### src/rtl/dpwm_pkg.sv
// Shared definitions for the DPWM timing-chain clock divider.
package dpwm_pkg;

  // Counter width; half-period terminal counts up to 2^18-1.
  localparam int CNT_W       = 18;
  // Half-period terminal count after reset (100 MHz -> ~250 Hz).
  localparam int DIV_DEFAULT = 200000;
  // Smallest accepted terminal count; 0 is clamped up to this value.
  localparam int MIN_DIV     = 1;

  typedef enum logic [1:0] {
    IDLE,
    RUN,
    STOP
  } state_e;

endpackage : dpwm_pkg

### src/rtl/div_counter.sv
// Half-period counter: counts 0..term and reports the wrap cycle.
module div_counter #(
  parameter int CNT_W = dpwm_pkg::CNT_W
) (
  input  logic             CLK_IN,
  input  logic             RST_N,
  input  logic             clr,
  input  logic             cnt_en,
  input  logic [CNT_W-1:0] term,
  output logic [CNT_W-1:0] count,
  output logic             wrap
);

  // The >= compare also recovers cleanly if term shrinks below count.
  assign wrap = cnt_en & (count >= term);

  // Count register with synchronous clear taking priority over counting.
  always_ff @(posedge CLK_IN or negedge RST_N) begin
    // NOTE: non-blocking assignments on clocked state, so every register sees pre-edge values.
    if (!RST_N) begin
      count <= '0;
    end else if (clr) begin
      count <= '0;
    end else if (cnt_en) begin
      count <= wrap ? '0 : count + 1'b1;
    end
  end

endmodule : div_counter

### src/rtl/clk_div_ctrl.sv
// Run-time reconfigurable 50 %-duty clock divider with glitch-free
// ratio changes and low-parking start/stop sequencing.
module clk_div_ctrl #(
  parameter int CNT_W       = dpwm_pkg::CNT_W,
  parameter int DIV_DEFAULT = dpwm_pkg::DIV_DEFAULT
) (
  input  logic             CLK_IN,
  input  logic             RST_N,
  input  logic             EN,
  input  logic             CFG_VALID,
  input  logic [CNT_W-1:0] CFG_DIV,
  output logic             CFG_READY,
  output logic             CLK_OUT,
  output logic             TICK,
  output logic             RUNNING
);

  import dpwm_pkg::*;

  state_e           state;
  logic [CNT_W-1:0] active_div;
  logic [CNT_W-1:0] shadow;
  logic             pend;

  logic [CNT_W-1:0] count;
  logic             wrap;
  logic             xfer;
  logic             to_idle;
  logic [CNT_W-1:0] cfg_div_c;

  assign CFG_READY = ~pend;
  assign xfer      = CFG_VALID & CFG_READY;
  assign RUNNING   = (state != IDLE);

  // Leaving RUN/STOP: immediately when already low, else on the falling wrap.
  // In STOP, CLK_OUT is always high, so only the falling wrap qualifies.
  assign to_idle = (state != IDLE) & ~EN & (~CLK_OUT | wrap);

  // Clamp a zero divide request to the minimum half-period.
  always_comb begin
    // NOTE: default assignment first so no path through the block leaves cfg_div_c unassigned (no latch).
    cfg_div_c = CFG_DIV;
    if (CFG_DIV == '0) cfg_div_c = CNT_W'(MIN_DIV);
  end

  div_counter #(
    .CNT_W (CNT_W)
  ) u_cnt (
    .CLK_IN (CLK_IN),
    .RST_N  (RST_N),
    .clr    ((state == IDLE) | to_idle),
    .cnt_en (state != IDLE),
    .term   (active_div),
    .count  (count),
    .wrap   (wrap)
  );

  // Sequencing FSM plus the config handshake and the CLK_OUT/TICK registers.
  always_ff @(posedge CLK_IN or negedge RST_N) begin
    if (!RST_N) begin
      state      <= IDLE;
      active_div <= CNT_W'(DIV_DEFAULT);
      shadow     <= '0;
      pend       <= 1'b0;
      CLK_OUT    <= 1'b0;
      TICK       <= 1'b0;
    end else begin
      TICK <= 1'b0;
      case (state)
        IDLE: begin
          // Divider is stopped, so a new ratio can take effect directly.
          CLK_OUT <= 1'b0;
          if (xfer) active_div <= cfg_div_c;
          if (EN)   state      <= RUN;
        end

        RUN, STOP: begin
          if (to_idle) begin
            state <= IDLE;
            if (wrap && CLK_OUT) begin
              CLK_OUT <= 1'b0;
              TICK    <= 1'b1;
            end
            if (xfer)      active_div <= cfg_div_c;
            else if (pend) active_div <= shadow;
            pend <= 1'b0;
          end else begin
            // Only high-phase runs remain here when EN is low, hence STOP.
            state <= EN ? RUN : STOP;
            if (wrap) begin
              CLK_OUT <= ~CLK_OUT;
              TICK    <= 1'b1;
              if (pend) begin
                active_div <= shadow;
                pend       <= 1'b0;
              end
            end
            // A capture on a wrap cycle waits for the following wrap.
            if (xfer) begin
              shadow <= cfg_div_c;
              pend   <= 1'b1;
            end
          end
        end

        default: state <= IDLE;
      endcase
    end
  end

endmodule : clk_div_ctrl

### config.mk
export PLATFORM = sky130hd
export DESIGN_NAME = clk_div_ctrl
export DESIGN_NICKNAME = d
export VERILOG_FILES = /design/src/rtl/dpwm_pkg.sv /design/src/rtl/div_counter.sv /design/src/rtl/clk_div_ctrl.sv
export SDC_FILE = /design/constraint.sdc
export NUM_CORES = 1
export LEC_CHECK = 0
export ABC_AREA = 1
export ABC_CLOCK_PERIOD_IN_PS = 2050
export CAP_MARGIN = 20
export CORE_MARGIN = 8
export CORE_UTILIZATION = 52
export CTS_BUF_LIST = sky130_fd_sc_hd__clkbuf_16
export DETAILED_ROUTE_END_ITERATION = 12
export DONT_BUFFER_PORTS = 1
export GPL_ROUTABILITY_DRIVEN = 1
export HOLD_SLACK_MARGIN = 0.06
export MAX_ROUTING_LAYER = met4
export PLACE_DENSITY = 0.7
export SYNTH_ARGS = -nofsm -noshare
export SYNTH_HDL_FRONTEND = slang
export SYNTH_SLANG_ARGS = --single-unit
### constraint.sdc
create_clock -name CLK_IN -period 2.05 [get_ports CLK_IN]
set_input_delay 0.41 -clock CLK_IN [delete_from_list [all_inputs] [get_ports CLK_IN]]
set_output_delay 0.41 -clock CLK_IN [all_outputs]
set_load 0.1 [all_outputs]
# Word-level counts from Yosys, hierarchy flattened
# Cells that the tools add are included.
dict set report op_classes {
  magnitude_cmp 1
  n_bitwise 10
  muxes 25
  eq_ne 6
  n_reduce_logical 12
  n_addsub 1
}
# op n
set op_table {}
lappend op_table {{18-bit 2-to-1 mux} 9}
lappend op_table {{18-bit one-hot mux with 2 select lines} 1}
lappend op_table {{18-bit by 1-bit adder with 18-bit output (second input constant)} 1}
lappend op_table {{18-bit greater-or-equal comparator} 1}
lappend op_table {{18-bit logical NOT} 1}
lappend op_table {{1-bit 2-to-1 mux} 10}
lappend op_table {{3-bit AND reduction} 3}
lappend op_table {{2-bit 2-to-1 mux} 3}
lappend op_table {{2-bit nonzero test} 3}
lappend op_table {{1-bit AND} 4}
lappend op_table {{2-bit != test (second input constant)} 2}
lappend op_table {{1-bit NOT} 4}
lappend op_table {{2-bit one-hot mux with 2 select lines} 1}
lappend op_table {{3-bit by 2-bit != test with 1-bit output (second input constant)} 1}
lappend op_table {{3-bit != test (second input constant)} 1}
lappend op_table {{3-bit nonzero test} 1}
lappend op_table {{2-bit by 1-bit == test with 1-bit output (second input constant)} 1}
lappend op_table {{2-bit == test (second input constant)} 1}
lappend op_table {{2-bit logical NOT} 1}
lappend op_table {{1-bit bitwise OR} 2}
lappend op_table {{1-bit one-hot mux with 2 select lines} 1}
lappend op_table {{2-bit AND reduction} 1}
lappend op_table {{2-bit OR reduction} 1}
lappend op_table {{1-bit logical AND} 1}
dict set report totals {
  regBits 59
  out_inout_bits 4
  wordCells 62
}

# Logic depth before layout (Yosys ltp)
dict set report depth {
  depth_word 6
  ltp_mapped 15
}

# Hierarchy
# From an unflattened synthesis, not the netlist that was laid out.
dict set report unflattened {
  hier_cells 560
  area_unflattened_um2 3912.5
}
# mod seq_area_each_um2 cells_per_inst n_inst area_each_um2
set modules_own_cells {}
lappend modules_own_cells {clk_div_ctrl 1033.5 292 1 2203.4}
lappend modules_own_cells {div_counter 450.4 268 1 1709.1}

# Worst setup path after synthesis
# Ideal clock, no wire load.
dict set report synth_path {
  path_kind {reg-to-reg}
  from {register active_div[17]}
  to {register shadow[0]}
  required_time_ns 1.924
  path_slack_ns -0.095
  arrival_time_ns 2.019
  path_stages_with_launch 16
  setup_ns 0.126
  cell_sequence {dfstp_2 inv_1 ha_1 nand2_1 inv_2 nand2_2 a21oi_1 nor2_2 nand4_4 nand2_4 nand2_4 nor2_8 inv_4 buf_6 nand2_2 o21ai_2}
}
dict set report synth_between {
  elab_chain_len 6
}
# item line
set synth_rtl {}
lappend synth_rtl {{from (decl)} clk_div_ctrl.sv:21} ;# logic [CNT_W-1:0] active_div;
lappend synth_rtl {{from (signal assigned)} clk_div_ctrl.sv:62} ;# active_div <= CNT_W'(DIV_DEFAULT);
lappend synth_rtl {{from (signal assigned)} clk_div_ctrl.sv:73} ;# if (xfer) active_div <= cfg_div_c;
lappend synth_rtl {{from (signal assigned)} clk_div_ctrl.sv:84} ;# if (xfer) active_div <= cfg_div_c;
lappend synth_rtl {{18-bit greater-or-equal comparator} div_counter.sv:15} ;# assign wrap = cnt_en & (count >= term);
lappend synth_rtl {{1-bit AND} div_counter.sv:15}
lappend synth_rtl {{1-bit bitwise OR} clk_div_ctrl.sv:37} ;# assign to_idle = (state != IDLE) & ~EN & (~CLK_OUT | wrap);
lappend synth_rtl {{1-bit AND} clk_div_ctrl.sv:37}
lappend synth_rtl {{1-bit NOT (no line)} n/a}
lappend synth_rtl {{3-bit AND reduction (no line)} n/a}
lappend synth_rtl {{to (signal assigned)} clk_div_ctrl.sv:100} ;# shadow <= cfg_div_c;
lappend synth_rtl {{to (decl)} clk_div_ctrl.sv:22} ;# logic [CNT_W-1:0] shadow;
# Every way passes these cells.
# A chain may end at the register's enable or synchronous reset.

# Worst setup path after layout
dict set report layout_path {
  from {register active_div[11]}
  to {register shadow[0]}
}
# The elaborated chain is that of the path after synthesis.

==> metrics.csv <==
stage;metric;value;unit
pwr;part of the power in combinational logic;0.627;
sta;final worst slack;-162;ps
yosys;Async S/R FF share, synth;1.00;
sta;period utilisation layout;1.08;
layout;ant diodes;0;
die;Site Rows;31;
yosys;Seq/Total Area, Yosys;0.387;
routing;1st-iter DRT viols;134;
cts;TritonCTS clock tree;built;
pwr;worst ir drop on vdd;1.30;mV
cts;clock slew at reported path FFs;60;ps
worst_setup_path;CP dominant cell by count;nand2_4;
pwr;Clock power frac;0.164;
status;violated checks;setup timing;
min_path;hold_sp;CFG_DIV[5];
sta;worst slew pin tran;469;ps
die;Initial Utilization;0.532;
yosys;Area contributors post-synth;dfrtp_1 35%, nand2_1 13%, inv_1 7.2%;
yosys;Yosys cell types;41;
cts;H-tree depth;3;
yosys;top_reg_cell synth;dfrtp_1;
placed_design;hpwl dp;6.62;mm
pwr;Reg power frac;0.208;
layout;Layout Area Growth over Synthesis;40.5;%
global_route;vias in the first global route;3677;
worst_setup_path;Critical-path top delay cell;dfstp_2;
die;Die Footprint;10400;µm²
global_route;first-pass GRT wire length;17.5;mm
routing;DRC viols;0;
layout;most frequent cells in the layout;103 x nand2_1, 64 x buf_4, 61 x inv_1;
sta;setup_tns;-4540;ps
die;core box area;7210;µm²
routing;first-pass iteration count of the detailed router;4;
yosys;Avg Inst Size Synth;7.89;µm²
pwr;LEAKAGE;2.61;nW
pwr;Sw Share;0.472;
routing;post-route ant nets;0;
sta;Slew HR;0.687;
routing;total number of vias;3554;
die;Die H;102;µm
worst_setup_path;WP data arrival;2430;ps
yosys;cell area after synthesis;3830;µm²
cts;CTS Root Cell;clkbuf_16;
sta;final setup fails;47;
pwr;NetSw;0.00444;W
cts;clk_lat worst skew;340;ps
worst_setup_path;worst path cell trace;inv_4 -> ha_4 -> nand2_4 -> nor2_4 -> nand3_2 -> nor2_4 -> nor2_4 -> nand4_4 -> nand2_4 -> nand2_4 -> nor2_8 -> buf_12 -> clkinv_16 -> nand2_4 -> o21ai_2;
status;status;complete, but fails checks;
worst_setup_path;worst-path maximum fanout;7;
sta;RSZ-0062 raised after global routing;true;
die;Chip Width;102;µm
worst_setup_path;Req. time, crit path;2260;ps
yosys;Mapped Cells;486;
sta;Fin. Hold Viols;0;
sta;Worst Clk Skew;7.10;ps
pwr;pwr dens;1740;nW/µm²
run;Max-Cap Viols;0;
layout;share of cells above drive strength 1;0.417;
global_route;GRT Total Usage;0.224;
worst_setup_path;Crit. End Element;flip-flop;
sta;Max Freq;452;MHz
cts;CTS max path bufs;2;
global_route;Overflow after GRT;0;
pwr;Internal;0.00496;W
cts;total CTS buffers;9;
routing;final wirelength;10.8;mm
yosys;Syn Nets;529;
global_route;pin count of the biggest net entering global routing;60;
yosys;Yosys Warn Count;0;
yosys;top cell type's share of synthesized area;0.346;
sta;final worst path period need;2210;ps
placed_design;PortBufs;0;
routing;Avg WL per Cell;16.2;µm
routing;DR vias/cell;5.30;
worst_setup_path;kind of critical path;reg2reg;
worst_setup_path;Max stage delay on crit path;570;ps
layout;most common cell after layout, fill and taps aside;nand2_1;
placed_design;Placer Congestion;0.843;
pwr;Overall Power;0.00939;W
die;Ports;26;
worst_setup_path;Critical path origin;active_div[11];
cts;# clock sinks;59;
worst_setup_path;crit path launch type;flip-flop;
yosys;EDFF count, synth;0;
worst_setup_path;Critical R2R Launch;active_div[11];
layout;Nets;609;
yosys;area leader, netlist;dfrtp_1;
min_path;Hold/Removal Path Class;in2reg;
global_route;initial antenna violation count;0;
sta;Final Slew Violations;0;
yosys;post-synthesis sequential element count;59;
[power groups by stage]
stage | logic (W) | registers (W) | clock network [W]
3_5_place_dp | 0.00427 | 0.00189 | 0
5_1_grt | 0.00639 | 0.00199 | 0.00161
3_3_place_gp | 0.00416 | 0.00187 | 0
6_report | 0.00589 | 0.00196 | 0.00154
2_1_floorplan | 0.00321 | 0.00190 | 0
4_1_cts | 0.00534 | 0.00193 | 0.00156
[synthesized netlist by cell type, types with 2 or more instances]
cell type,n
nor2_1,25
a21oi_1,7
nand3_2,11
o32ai_1,2
buf_6,3
buf_2,5
nand2_1,129
clkbuf_1,5
nand4_1,9
nand2_2,11
nand3_1,33
ha_1,21
xnor2_1,5
o21ai_2,12
nor2_2,8
xor2_1,7
dfstp_2,6
nand2_4,4
inv_2,2
dfrtp_1,53
a41oi_1,2
o21ai_0,24
nor3_1,7
nor4_1,4
inv_1,74
nand3_4,2
[cell type report]
class                           count  area (µm²)
Tap cell                           99         124
Clock buffer                        9         225
Clock inverter                      7        76.3
Timing Repair inverter              4        56.3
Sequential cell                    59        1480
Inverter                           79         339
Multi-Input combinational cell    334        2400
Fill cell                         503        1830
Timing Repair Buffer               79         686
[metrics by stage]
step / utilization / hold slack (ps) / setup slack, ps / instances / cell area [µm²]
after floorplan: - / 114 / -89.6 / 486 / 3910
after global placement: 0.606 / 118 / -166 / 630 / 4370
after detailed placement: 0.606 / 118 / -217 / 630 / 4370
after CTS: 0.713 / 197 / -100 / 665 / 5150
after global routing: 0.747 / 189 / -252 / 670 / 5390
final: 0.747 / 186 / -162 / 670 / 5390
[logic make-up after synthesis]
kind of cell / Yosys count / share of synthesized area
flip-flops: 59 / 0.387
AO/OA/AOI/OAI: 51 / 0.0861
AND/OR/NAND/NOR: 248 / 0.322
multiplexers: 1 / 0.00261
XOR/XNOR: 12 / 0.0274
buffers and inverters: 94 / 0.107
adder cells (fa/ha/maj): 21 / 0.0685
[metal layers]
layer | vias to the layer above | part of all wire | track usage
met3 | 18 | 0.044 | 0.0436
met2 | 110 | 0.53 | 0.379
met1 | 1713 | 0.41 | 0.263
li1 | 1713 | - | -
met4 | 0 | 0.016 | 0.0734
met5 | - | 0 | -
[critical path, delay by kind of cell (launching register included)]
family / cells / cell delay, ps
buffers and inverters: 3 / 360
and+or+nand+nor: 10 / 890
adders and majority gates: 1 / 220
AOI/OAI and AO/OA: 1 / 40
DFF: 1 / 570
[flip-flops by register name (all words and copies together), names as in the netlist]
signal and count:
TICK 1, active_div 18, CLK_OUT 1, pend 1, shadow 18, u_cnt.count 18
state 2
[final timing paths]
kind,to,slack (ps),cells past startpoint
min in group asynchronous,u_cnt.count[9],600,2
worst max-delay path,shadow[0],-160,15
worst min register to register,active_div[16],490,2
worst max register to register,shadow[0],-160,15
max in group asynchronous,active_div[10],1130,2
worst min-delay path,shadow[5],190,2
[what timing repair did]
item                                    in CTS  in global routing
gates resized for setup                     69                 61
setup buffers                               11                  5
pin swaps                                   11                  5
endpoints found under the setup margin      52                 57
hold buffers                                 2                  0
gates cloned                                 6                  0
endpoints found under the hold margin       59                  0
(Power assumes the default switching activity.)
==> RTL change 1: new RTL, same settings <==
Add an input register stage for `CFG_DIV`; this delays it by one clock. The other inputs are not delayed to match.
--- a/src/rtl/clk_div_ctrl.sv
+++ b/src/rtl/clk_div_ctrl.sv
@@ -16,6 +16,12 @@
 );
 
   import dpwm_pkg::*;
+
+  logic [CNT_W-1:0] CFG_DIV_q;
+
+  always_ff @(posedge CLK_IN) begin
+    CFG_DIV_q <= CFG_DIV;
+  end
 
   state_e           state;
   logic [CNT_W-1:0] active_div;
@@ -39,8 +45,8 @@
   // Clamp a zero divide request to the minimum half-period.
   always_comb begin
     // NOTE: default assignment first so no path through the block leaves cfg_div_c unassigned (no latch).
-    cfg_div_c = CFG_DIV;
-    if (CFG_DIV == '0) cfg_div_c = CNT_W'(MIN_DIV);
+    cfg_div_c = CFG_DIV_q;
+    if (CFG_DIV_q == '0) cfg_div_c = CNT_W'(MIN_DIV);
   end
 
   div_counter #(
Check against the original RTL: not equivalent (a bounded check fails within 4 cycles, from zero or initial values and one cycle with RST_N low).
==> RTL change 1 against the unedited design <==
The run still ends with negative setup slack left. Sequential share of layout area up 5.7 points. Count of clock-buffer cells in the layout is the same. Setup slack better by 35 ps. Power is 0.18% lower. Synthesized area increased by 9.9%. Hold slack got worse by 94 ps. Global-route usage fell by 1.6 points. Clock skew grew 3.4 ps. Die area rose by 8.3%. Wire length rose by 8.0%. Final area rose by 3.0%. Non-clock buffer count shrank 18. Sequential cell count rose by 18. Largest cell class unchanged.
==> RTL change 1: results (changes against the unedited design) <==
{| class="wikitable"
! Metric !! Value
|-
| Outcome || complete, but fails checks
|-
| Failing checks || negative setup slack
|-
| Number of setup violations in the final report || 38 (-19%)
|-
| Cell at the root of the clock tree || clkbuf_16
|-
| Total Nets Final || 626 (+2.8%)
|-
| Fillers || 578 (+15%)
|-
| Routed vias/inst || 5.592 (+5.4%)
|-
| Wire length of the first global-routing pass || 18060 um (+3.0%)
|-
| Final setup skew || 10.47 ps (+3.372 ps)
|-
| Clock latency reported for the late side of the worst-skew pair || 340 ps (about the same)
|-
| Post-Syn Area || 0.004214 sq mm (+9.9%)
|-
| Cell Count Post-Placement || 655 (+4.0%)
|-
| Cell with the largest stage delay on the worst path || dfstp_2
|-
| CTS H-Tree Depth || 3 (unchanged)
|-
| Static leakage || 2.616 nW (+0.36%)
|-
| Share of the yosys chip area belonging to registers || 43.76% (+5.1 points)
|-
| Setup TNS || -2740 ps (+1801 ps)
|-
| Layout cell share with drive strength beyond 1 || 31.80% (-9.9 points)
|-
| Number of CTS-inserted buffers || 9 (unchanged)
|-
| Wire length per cell || 16.90 um (+4.4%)
|-
| Data arrival time at the worst-slack endpoint || 2400 ps (-30 ps)
|-
| Hold/Removal Path Class || in2reg
|-
| Non-filler cells, final || 693 (+3.4%)
|-
| Maximum number of pins on one net before global-route repair || 60 (unchanged)
|-
| Avg Inst Size Synth || 8.011 sq um (+1.5%)
|-
| Commonest register cell after synthesis || dfrtp_1
|-
| Slack of the critical path || -126.4 ps (+35.22 ps)
|-
| Proportion of register bits with asynchronous set or reset after synthesis || 76.62% (-23 points)
|-
| Largest voltage drop on the vdd net || 1.533 mV (+18%)
|-
| Clock input transition at the sequential cells of the worst setup and hold paths || 70 ps
|-
| Number of global-route vias before repair || 3770 (+2.5%)
|-
| Diode insertion count for antenna repair || 0 (unchanged)
|-
| Synthesized netlist net count || 569 (+7.6%)
|-
| Number of synthesis warnings || 0 (unchanged)
|-
| Total global-route track usage || 20.86% (-1.6 points)
|-
| 1st-pass router iterations || 6 (+2)
|-
| Largest fanout on the critical path || 6 (-1)
|-
| Number of distinct library cells after synthesis || 44 (+7.3%)
|-
| Final estimated routing congestion in global placement || 0.8639 (+2.5%)
|-
| Initial detailed-routing violation count || 246 (+84%)
|-
| Top cells by area in the synthesized netlist || dfrtp_1 (31%), nand2_1 (13%), dfxtp_1 (8.6%), ha_1 (6.2%), inv_1 (6.2%)
|-
| Delay contributed by the slowest stage of the critical path || 540 ps (-30 ps)
|-
| Leading cell types by count after synthesis || nand2_1 (143), inv_1 (70), dfrtp_1 (53)
|-
| Half-perimeter wire length after detailed placement || 7161 um (+8.1%)
|-
| Area of placed instances || 0.004599 sq mm (+5.2%)
|-
| Worst-case setup slack after placement || -103.5 ps (+113.7 ps)
|-
| Port Buffers || 0 (unchanged)
|-
| Worst slew margin || 73.78% (+5.1 points)
|-
| Total power density per cell area || 1689 mW/mm^2 (-3.1%)
|-
| Antenna violations before repair || 0 (unchanged)
|-
| Maximum count of clock buffers along a single path || 2 (unchanged)
|}
RTL change 1: cell types whose count changed in the layout (fill, tap and decap cells not counted), moves of 4 or more:
cell,unedited run,this run
nand2_1,103,124
dfxtp_1,0,18
nand3_2,14,10
nand2_4,21,13
buf_6,10,6
buf_12,2,6
o21ai_0,18,24
o21ai_2,15,7
buf_4,64,45
nand3b_1,0,7
nand2_2,19,14
o21ai_1,4,12
RTL change 1: layout make-up:
| class | count | area share, % |
|---|---|---|
| multi-input cells | 359 | 42.34 |
| flip-flops and latches | 77 | 33.23 |
| repair buffers | 61 | 11.09 |
| inverters | 74 | 5.365 |
| clock buffers | 9 | 4.058 |
| well taps | 105 | 2.367 |
| clock inverters | 7 | 1.353 |
| repair inverters | 1 | 0.2029 |
RTL change 1: path summary, 6_finish.rpt:
kind / depth (start not counted) / startpoint / end / slack, ps
setup / recovery: 14 / active_div[10] / shadow[9] / -130
hold / removal: 0 / CFG_DIV[4] / CFG_DIV_q[4] / 90
setup reg to reg: 14 / active_div[10] / shadow[9] / -130
hold reg to reg: 2 / CFG_DIV_q[5] / shadow[5] / 440
max in group asynchronous: 2 / RST_N / active_div[6] / 1130
min in group asynchronous: 2 / RST_N / shadow[16] / 620
RTL change 1: per-layer routing:
layer | up-vias | track usage [%] | wire length (um)
li1 | 1801 | - | -
met1 | 1846 | 23.04 | 4483
met2 | 172 | 35.12 | 6021
met3 | 56 | 3.751 | 662
met4 | 0 | 11.36 | 545
met5 | - | - | 0
RTL change 1: repair_timing:
action                                  in CTS  in global routing
setup buffers                                6                 11
hold buffers                                 2                  0
endpoints found under the setup margin      48                 56
cloned                                       3                  1
gates resized for setup                     49                 49
endpoints found under the hold margin       59                  0
pin swaps                                   23                 17
RTL change 1: logic make-up (layout without fill, tap and decap cells):
logic type                 after synthesis  after routing  share of synthesized area (%)
AOI/OAI and AO/OA                       59             59                          7.393
xor gates and xnor gates                11             11                          2.286
adders and majority gates               21             21                          6.235
buffers and inverters                   90            152                          9.263
DFF                                     77             77                          43.76
muxes                                    1              1                         0.2375
and+or+nand+nor                        267            267                          30.82
RTL change 1: where the power goes:
part | switching (mW) | total (mW) | internal [mW]
registers | 0.249 | 2.26 | 2.01
clock network | 0.673 | 1.62 | 0.950
logic | 3.32 | 5.49 | 2.18
total | 4.24 | 9.38 | 5.14
RTL change 1: worst max-delay path: cells and delay by family, from the launching register on:
| kind | cells | cell delay [ps] |
|---|---|---|
| simple gates | 8 | 720 |
| flops | 1 | 540 |
| buf+inv | 4 | 430 |
| fa+ha+maj | 1 | 280 |
| compound gates | 1 | 60 |
==> RTL change 2: new RTL, same flow settings <==
Without the edit above. The package constant `CNT_W` goes from 18 to 36.
--- a/src/rtl/dpwm_pkg.sv
+++ b/src/rtl/dpwm_pkg.sv
@@ -2,7 +2,7 @@
 package dpwm_pkg;
 
   // Counter width; half-period terminal counts up to 2^18-1.
-  localparam int CNT_W       = 18;
+  localparam int CNT_W       = 36;
   // Half-period terminal count after reset (100 MHz -> ~250 Hz).
   localparam int DIV_DEFAULT = 200000;
   // Smallest accepted terminal count; 0 is clamped up to this value.
Interface: changed (resized CFG_DIV); port bits go from 26 to 44. No check against the original RTL was run, so the function may have changed too.
==> RTL change 2 against the unedited design <==
Critical path type unchanged. Sequential cell count increased by 54. Setup slack got worse by 190 ps. Count of clock-buffer cells in the layout increased by 8. Sequential share of layout area increased by 1.6 points. Core utilization decreased by 4.0 points. Synthesized cell count increased by 97%. Die area increased by 73%. Wire length increased by 100%. Non-clock buffer count increased by 64. Power increased by 70%. Global-route usage increased by 1.3 points. Synthesized area increased by 89%. Clock power increased by 110%. The run ends with negative hold slack, negative setup slack left. Final area increased by 81%.
==> RTL change 2: results (changes against the unedited design) <==
{| class="wikitable"
! Metric !! Value
|-
| Outcome || complete, but fails checks
|-
| Failing checks || negative hold slack, negative setup slack
|-
| Transition time at the pin with the least slew margin || 507.7 ps (+38.32 ps)
|-
| 1st-pass router iterations || 5 (+1)
|-
| Hold/Removal Path Class || in2async
|-
| CTS H-Tree Depth || 4 (+1)
|-
| Number of global-route vias before repair || 6616 (+80%)
|-
| Static leakage || 4.741 nW (+82%)
|-
| Leading cell types by count after synthesis || nand2_1 (298), inv_1 (112), dfrtp_1 (107)
|-
| Largest fanout on the critical path || 36 (+29)
|-
| Total global-route track usage || 23.77% (+1.3 points)
|-
| Total Nets Final || 1165 (+91%)
|-
| Setup TNS || -26410 ps (-21870 ps)
|-
| Worst hold margin || -317.9 ps (-504.1 ps)
|-
| Synthesized netlist net count || 1038 (+96%)
|-
| Number of setup violations in the final report || 110 (+130%)
|-
| Top cells by area in the synthesized netlist || dfrtp_1 (37%), nand2_1 (15%), ha_1 (6.7%), inv_1 (5.8%), nand3_1 (4.8%)
|-
| Wire length per cell || 17.33 um (+7.1%)
|-
| Clock latency reported for the late side of the worst-skew pair || 430 ps (+90 ps)
|-
| Top cell type's share of synthesized area || 36.88% (+2.3 points)
|-
| Slack of the critical path || -347.3 ps (-185.7 ps)
|-
| Data arrival time at the worst-slack endpoint || 2710 ps (+280 ps)
|-
| Share of the yosys chip area belonging to registers || 39.06% (+0.36 points)
|-
| Number of distinct library cells after synthesis || 43 (+4.9%)
|-
| Routed vias/inst || 5.504 (+3.8%)
|-
| Final hold vios || 113 (+113)
|-
| Port Buffers || 0 (unchanged)
|-
| Initial detailed-routing violation count || 557 (+320%)
|-
| Maximum number of pins on one net before global-route repair || 114 (+90%)
|-
| Number of CTS-inserted buffers || 17 (+8)
|-
| Largest voltage drop on the vdd net || 0.8693 mV (-33%)
|-
| Biggest regs || active_div x36, shadow x36, u_cnt.count x36
|}
[RTL change 2: cell count changes after synthesis, moves of 18 or more]
cell	delta
inv_1	+38
o21ai_0	+23
nand2_1	+169
nand3_1	+37
ha_1	+18
dfrtp_1	+54
nor2_1	+33
nor3_1	+25
o21ai_2	+18
[RTL change 2: final cells by class]
class                      count  area [sq um]
multi-input combinational    695          4219
fill                        1053          4035
sequential                   113          2835
timing repair buffer         143          1374
inverter                     116         460.4
clock buffer                  17         425.4
tap                          180         225.2
clock inverter                15         198.9
[RTL change 2: power breakdown]
part | total (mW) | switching, mW | internal [mW]
logic | 9.21 | 5.39 | 3.82
clock network | 3.19 | 1.07 | 2.12
registers | 3.54 | 0.477 | 3.07
[RTL change 2: cell families after synthesis]
logic type | Yosys count | synth area share, %
simple gates | 529 | 32.99
compound gates | 105 | 9.100
buf+inv | 151 | 9.479
fa+ha+maj | 39 | 6.722
xor+xnor | 22 | 2.654
flops | 113 | 39.06
[RTL change 2: worst max-delay path: stages (launching register included)]
cell,delay [ps]
dfrtp_1,360
inv_1,80
ha_1,310
nand2_1,80
nor2_2,180
nand2_2,90
nor2_2,130
nand3_1,100
nand2_2,80
nor2_4,50
nand3_4,120
nand3_4,130
buf_12,200
nand3_1,100
nand2_1,80
nand2_1,80
nand2_1,60
[RTL change 2: what timing repair did]
action | CTS | global route
setup buffers | 5 | 10
resized for setup | 48 | 60
pin swaps | 12 | 22
hold endpoints to repair | 113 | 113
setup endpoints to repair | 110 | 113
gates cloned | 1 | 6
[RTL change 2: path summary, 6_finish.rpt]
path	from	endpoint	slack (ps)	depth (start not counted)
worst max-delay path	active_div[34]	active_div[20]	-350	16
worst min-delay path	RST_N	shadow[3]	-320	0
worst max register to register	active_div[34]	active_div[20]	-350	16
worst min register to register	active_div[3]	active_div[3]	480	2
max in group asynchronous	RST_N	active_div[17]	2130	0
min in group CLK_IN	CFG_DIV[27]	shadow[27]	110	2
[RTL change 2: routing by layer]
layer  up-vias  GRT usage (%)  part of all wire, %
met1      3343          30.98                   42
li1       3349              -                    -
met4         0          8.921                  3.6
met2       289          36.30                   47
met5         -              -                    0
met3        59          4.301                  7.2
[RTL change 2: per-stage QoR]
stage	hold slack (ps)	setup WS [ps]	std cells	cell area, sq um	power (mW)
floorplan	114.4	-205.0	959	7406	8.626
global placement	118.5	-267.8	1225	8381	10.74
detailed placement	118.3	-335.3	1225	8381	10.91
finish	-317.9	-347.3	1279	9738	15.94
global route	-327.7	-433.7	1279	9738	16.84
CTS	-327.0	-273.6	1263	9229	14.53
